**src/rtl/conv_datapath_n.sv**
```systemverilog
// conv_datapath_n: masked multi-lane MAC (P1 products, P2 accumulate, P3 scale/ReLU/saturate).
// Optional 1x2 max pooling on the output is built only when CONV_DP_MAXPOOL_EN is defined.

module conv_lane_mul #(
   parameter int DWIDTH = 8
) (
   input  logic [DWIDTH-1:0]   img_i,
   input  logic [DWIDTH-1:0]   kern_i,
   input  logic                en_i,
   output logic [2*DWIDTH-1:0] prod_o
);
   logic signed [2*DWIDTH-1:0] img_x, kern_x;

   assign img_x  = {{DWIDTH{img_i[DWIDTH-1]}}, img_i};
   assign kern_x = {{DWIDTH{kern_i[DWIDTH-1]}}, kern_i};
   assign prod_o = en_i ? img_x * kern_x : '0;
endmodule

module conv_datapath_n #(
   parameter int LANES         = 3,
   parameter int DWIDTH        = 8,
   parameter int ACC_WIDTH     = 20,
   parameter int RESULT_DWIDTH = 8,
   parameter int SHFT_WIDTH    = 4
) (
   input  logic                      clk,
   input  logic                      reset_n,
   input  logic [SHFT_WIDTH-1:0]     cfg_shift,
   input  logic [LANES-1:0]          cfg_mask,
   input  logic                      cfg_relu,
   input  logic                      cfg_pool_en,
   input  logic                      in_valid,
   output logic                      in_ready,
   input  logic                      in_last,
   input  logic                      in_row_end,
   input  logic [LANES*DWIDTH-1:0]   img_data,
   input  logic [LANES*DWIDTH-1:0]   kern_data,
   output logic                      out_valid,
   input  logic                      out_ready,
   output logic [RESULT_DWIDTH-1:0]  out_data,
   output logic                      accum_ovrflow,
   input  logic                      clr_ovrflow
);
   localparam int PW = 2*DWIDTH;
   // Sum width holds any accumulator plus one beat of lane products without loss.
   localparam int SW = ((ACC_WIDTH > PW + 3) ? ACC_WIDTH : PW + 3) + 1;
   localparam int RW = ACC_WIDTH + 2;
   localparam logic signed [RW-1:0] RMAX = RW'((1 << (RESULT_DWIDTH-1)) - 1);
   localparam logic signed [RW-1:0] RMIN = ~RMAX;

   logic                            adv, fire;
   logic [LANES-1:0][PW-1:0]        prod_c, prod_q;
   logic [2:1]                      vld_pipe_q, last_pipe_q, row_pipe_q;
   logic signed [SW-1:0]            lsum, nacc;
   logic signed [ACC_WIDTH-1:0]     acc_q, acc_d;
   logic                            first_q, ovf_c, ovf_q;
   logic signed [RW-1:0]            ext, rsum, sh;
   logic [RW-1:0]                   rnd;
   logic signed [RESULT_DWIDTH-1:0] res_c;
   logic                            out_vld_q, out_vld_d;
   logic signed [RESULT_DWIDTH-1:0] out_dat_q, out_dat_d;

   assign adv      = ~out_vld_q | out_ready;
   assign fire     = adv & vld_pipe_q[2] & last_pipe_q[2];
   assign in_ready = adv;

   for (genvar gi = 0; gi < LANES; gi++) begin : g_lane
      conv_lane_mul #(.DWIDTH(DWIDTH)) u_lane (
         .img_i  (img_data[gi*DWIDTH +: DWIDTH]),
         .kern_i (kern_data[gi*DWIDTH +: DWIDTH]),
         .en_i   (cfg_mask[gi]),
         .prod_o (prod_c[gi])
      );
   end

   always_ff @(posedge clk or negedge reset_n) begin
      if (!reset_n) begin
         vld_pipe_q  <= '0;
         last_pipe_q <= '0;
         row_pipe_q  <= '0;
         prod_q      <= '0;
      end else if (adv) begin
         vld_pipe_q  <= {vld_pipe_q[1], in_valid};
         last_pipe_q <= {last_pipe_q[1], in_valid & in_last};
         row_pipe_q  <= {row_pipe_q[1], in_valid & in_last & in_row_end};
         if (in_valid) prod_q <= prod_c;
      end
   end

   always_comb begin
      lsum = '0;
      for (int i = 0; i < LANES; i++) lsum = lsum + SW'($signed(prod_q[i]));
      nacc  = (first_q ? '0 : SW'(acc_q)) + lsum;
      acc_d = nacc[ACC_WIDTH-1:0];
      ovf_c = vld_pipe_q[1] && (nacc != SW'(acc_d));
   end

   always_ff @(posedge clk or negedge reset_n) begin
      if (!reset_n) begin
         acc_q   <= '0;
         first_q <= 1'b1;
         ovf_q   <= 1'b0;
      end else begin
         // A fresh overflow wins over a simultaneous clear.
         ovf_q <= (ovf_q & ~clr_ovrflow) | (adv & ovf_c);
         if (adv && vld_pipe_q[1]) begin
            acc_q   <= acc_d;
            first_q <= last_pipe_q[1];
         end
      end
   end

   // Round half up: add 2^(shift-1) (zero when shift is 0), then arithmetic shift.
   always_comb begin
      ext  = RW'(acc_q);
      rnd  = (RW'(1) << cfg_shift) >> 1;
      rsum = ext + $signed(rnd);
      sh   = rsum >>> cfg_shift;
      if (cfg_relu && sh < 0) sh = '0;
      if (sh > RMAX)      res_c = RMAX[RESULT_DWIDTH-1:0];
      else if (sh < RMIN) res_c = RMIN[RESULT_DWIDTH-1:0];
      else                res_c = sh[RESULT_DWIDTH-1:0];
   end

`ifdef CONV_DP_MAXPOOL_EN
   logic                            pend_vld_q, pend_vld_d;
   logic signed [RESULT_DWIDTH-1:0] pend_dat_q, pend_dat_d;

   always_comb begin
      out_vld_d  = out_vld_q & ~out_ready;
      out_dat_d  = out_dat_q;
      pend_vld_d = pend_vld_q;
      pend_dat_d = pend_dat_q;
      if (fire) begin
         if (!cfg_pool_en) begin
            out_vld_d = 1'b1;
            out_dat_d = res_c;
         end else if (pend_vld_q) begin
            out_vld_d  = 1'b1;
            out_dat_d  = (res_c > pend_dat_q) ? res_c : pend_dat_q;
            pend_vld_d = 1'b0;
         end else if (row_pipe_q[2]) begin
            // Odd result at the end of a row goes out alone.
            out_vld_d = 1'b1;
            out_dat_d = res_c;
         end else begin
            pend_vld_d = 1'b1;
            pend_dat_d = res_c;
         end
      end
   end

   always_ff @(posedge clk or negedge reset_n) begin
      if (!reset_n) begin
         pend_vld_q <= 1'b0;
         pend_dat_q <= '0;
      end else begin
         pend_vld_q <= pend_vld_d;
         pend_dat_q <= pend_dat_d;
      end
   end
`else
   logic pool_unused;
   assign pool_unused = cfg_pool_en ^ row_pipe_q[2];

   always_comb begin
      out_vld_d = out_vld_q & ~out_ready;
      out_dat_d = out_dat_q;
      if (fire) begin
         out_vld_d = 1'b1;
         out_dat_d = res_c;
      end
   end
`endif

   always_ff @(posedge clk or negedge reset_n) begin
      if (!reset_n) begin
         out_vld_q <= 1'b0;
         out_dat_q <= '0;
      end else begin
         out_vld_q <= out_vld_d;
         out_dat_q <= out_dat_d;
      end
   end

   assign out_valid     = out_vld_q;
   assign out_data      = out_dat_q;
   assign accum_ovrflow = ovf_q;
endmodule

```
**config.mk**
```make
export PLATFORM = sky130hd
export DESIGN_NAME = conv_datapath_n
export DESIGN_NICKNAME = d
export VERILOG_FILES = /design/src/rtl/conv_datapath_n.sv
export SDC_FILE = /design/constraint.sdc
export NUM_CORES = 1
export LEC_CHECK = 0
export ABC_CLOCK_PERIOD_IN_PS = 6600
export BUFFER_PORTS_ARGS = -buffer_cell sky130_fd_sc_hd__buf_2
export CORE_UTILIZATION = 40
export DETAILED_ROUTE_END_ITERATION = 12
export GPL_TIMING_DRIVEN = 0
export SLEW_MARGIN = 0
export SYNTH_ARGS = -nofsm -noshare
export SYNTH_HDL_FRONTEND = slang
export SYNTH_SLANG_ARGS = --single-unit
```
**constraint.sdc**
```tcl
create_clock -name clk -period 6.6 [get_ports clk]
set_input_delay 0.33 -clock clk [delete_from_list [all_inputs] [get_ports clk]]
set_output_delay 0.33 -clock clk [all_outputs]
set_load 0.01 [all_outputs]
```
==> impl_metrics.toml <==
[drt]
wl_per_cell_um = 15.7
vias = 11779
avgViaCountPerCell = 5.33
drtIter0Drc = 640
dr.pass1.iters = 11
routed_wl_mm = 34.6
postRouteAntennaNets = 0
remaining_drc_errors = 1

[clock_network]
htree_levels = 3
clkTransAtPathRegs_ns = 0.07
cts_root_buf = "clkbuf_16"
cts_resized = 0
hold_buffers = 1
clock-sinks = 83
numCtsBuffers = 9
clk_path_buf_depth = 2
cts_setup_buffers = 0
cts_tree = "done"
clock_latency_ns = 0.35

[sta]
period_needed_ns = 5.72
maxSlewHeadroom_pct = 42.4
fmax_ghz = 0.175
finalHoldViolCount = 0
worstMarginPinSlew_ns = 0.857
fin_crit_sh_pct = 86.6
drv_slew = 0
layout_setup_ws_ns = 0.885
setup_violations = 0
setup_tns_ns = 0
fin_skew_ns = 0.0105
rsz0062_at_grt = "no"

[synthesis]
synth.area.top_cells = "fa_1 (25%), dfrtp_1 (14%), ha_1 (12%)"
yosysSeqAreaShare_pct = 14.2
syn_area_um2 = 14600
yosysUniqueCellTypes = 79
synthFlopType = "dfrtp_1"
yosys.area.top_type = "fa_1"
yosys.area.top_type_share_pct = 25.2
synth-seq-cells = 83
synthArstFlopShare_pct = 100
syn_avg_cell_area_um2 = 8.79
synth_edf_count = 0
synth_cells = 1663
synth_fp_nets = 2049
yosysWarnings = 0

[critical_path]
crit_family = "compound AO/OA/AOI/OAI gates"
critical_path.max_stage_delay_ns = 0.54
r2r_slack_ns = 0.88
critPathLaunchType = "register"
critPathCaptureType = "register"
cp.arrival_ns = 5.97
required_ns = 6.86
path_class = "reg2reg"
worstPathCellList = "fa_1, ha_1, inv_1, fa_1, nor2b_1, o21ai_0, a21boi_0, o21ai_0, a21boi_0, o21ai_0, a21boi_0, o21ai_0, a211oi_1, nor2_1, ha_1, a21o_1, a221o_1, a21oi_1, o21ai_0, a221o_1, or3_1, o221ai_1"
cp_slowest_cell = "fa_1"
crit_top_cell = "o21ai_0"
crit_buf_inv = 1
worstPathMaxFanout = 4

[finish]
mostFrequentLayoutCells = "inv_1 (236), fa_1 (184), nand2_1 (172)"
drive_above_1_share_pct = 6.98
nets = 2129
final_common_cell = "inv_1"
antenna_cells = 0
stdcell_area_um2 = 15900
area_growth_pct = 8.78

[job]
maxCapViolCount = 0

[status]
violations = "DRC"
status = "finished with violations"

[grt]
grt_antenna_before_repair = 0
grt_pass1_vias = 12267
grt_pass1_wl_mm = 60.3
grt_remaining_overflow = 0
grt_max_degree = 44
track_usage_pct = 19.4

[power]
power_density_nw_per_um2 = 438
irDropWorstVdd_mv = 0.222
p_leak_nw = 7.62
p_total_mw = 6.97

[placed_design]
placed_cell_area_um2 = 15600
gp_congestion = 0.901
io_buffers = 67
hpwl_mm = 29.3
place_ws_ns = 0.861

[floorplan]
initial_core_util_pct = 40.9
die_h_um = 193
num_rows = 69
ios = 75
fp.dieW_um = 193
die-area_um2 = 37300
design.core.area_um2 = 35700

[hold_path]
hold_path_class = "in2reg"
-- cell usage after synthesis, types with 5 or more instances --
cell type    n
a2111oi_0    5
nand2_1    172
nand3_1     27
mux2i_1     15
fa_1       184
inv_1      236
a21o_1      15
nand2b_1    28
ha_1       138
buf_1        5
xor2_1      12
or3_1        6
o21ai_0     70
a31oi_1      7
o32ai_1      9
o211ai_1     8
mux2_2      13
dfrtp_1     82
nor2_1      87
nor2b_1     31
o21a_1       9
a21oi_1     71
and3_1       6
mux4_2       6
and2_1     120
clkbuf_1    36
o31ai_1     16
nor4_1       6
a211o_1      7
a211oi_1    19
nor3_1      21
xnor2_1     77
a22o_1      25
o21bai_1    17
-- cell type report --
class / count / area, um2
clock buffer: 9 / 225
fill: 3624 / 19800
clock inverter: 7 / 106
multi-input combinational: 1297 / 11500
buffer: 45 / 180
inverter: 238 / 893
tap: 461 / 577
sequential: 83 / 2080
timing repair buffer: 69 / 375
-- flip-flops by register name (all words and copies together), names as in the netlist --
signal         flops
acc_q             20
out_data           8
accum_ovrflow      1
first_q            1
out_valid          1
prod_q            48
vld_pipe_q         2
last_pipe_q        2
-- through the flow --
step / hold WS [ns] / util, % / cells
after global routing: 0.251 / 44.5 / 2209
after CTS: 0.227 / 44.5 / 2209
after global placement: 0.468 / 43.5 / 2191
after floorplan: 0.0344 / - / 1663
after detailed placement: 0.356 / 43.5 / 2192
final: 0.229 / 44.5 / 2209
-- cells by family (layout without fill, tap and decap cells) --
group | after synthesis | in the layout | share of synthesized area (%)
flip-flops | 83 | 83 | 14.2
AND/OR/NAND/NOR | 521 | 521 | 17.7
multiplexers | 34 | 34 | 2.95
adder cells (fa/ha/maj) | 322 | 322 | 37.0
buffers and inverters | 283 | 368 | 7.34
AO/OA/AOI/OAI | 331 | 331 | 15.5
XOR/XNOR | 89 | 89 | 5.33
-- per-layer routing --
layer,GRT usage [%],up-vias,wire length (um)
met5,0,-,0
met4,4.77,0,660
met3,1.60,40,841
met2,34.1,212,17100
met1,25.9,5813,16000
li1,-,5714,-
-- where the power goes --
part	total, mW	internal (mW)	switching [mW]	leakage (nW)
clock network	0.565	0.338	0.227	0.163
logic	5.52	2.50	3.02	6.41
registers	0.895	0.716	0.179	1.05
total	6.97	3.55	3.42	7.62
-- path summary, 6_finish.rpt --
kind                                           end                     from  cells after the start
max                        accum_ovrflow$_DFF_PN0_    prod_q[1]$_DFFE_PN0P_                     22
min                        accum_ovrflow$_DFF_PN0_              clr_ovrflow                      2
max reg2reg                accum_ovrflow$_DFF_PN0_    prod_q[1]$_DFFE_PN0P_                     22
min reg2reg                out_data[7]$_DFFE_PN0P_  out_data[7]$_DFFE_PN0P_                      2
max in group asynchronous      first_q$_DFFE_PN1P_                  reset_n                      3
min in group asynchronous     acc_q[1]$_DFFE_PN0P_                  reset_n                      2
No activity file was read; power rests on OpenSTA's default activity.
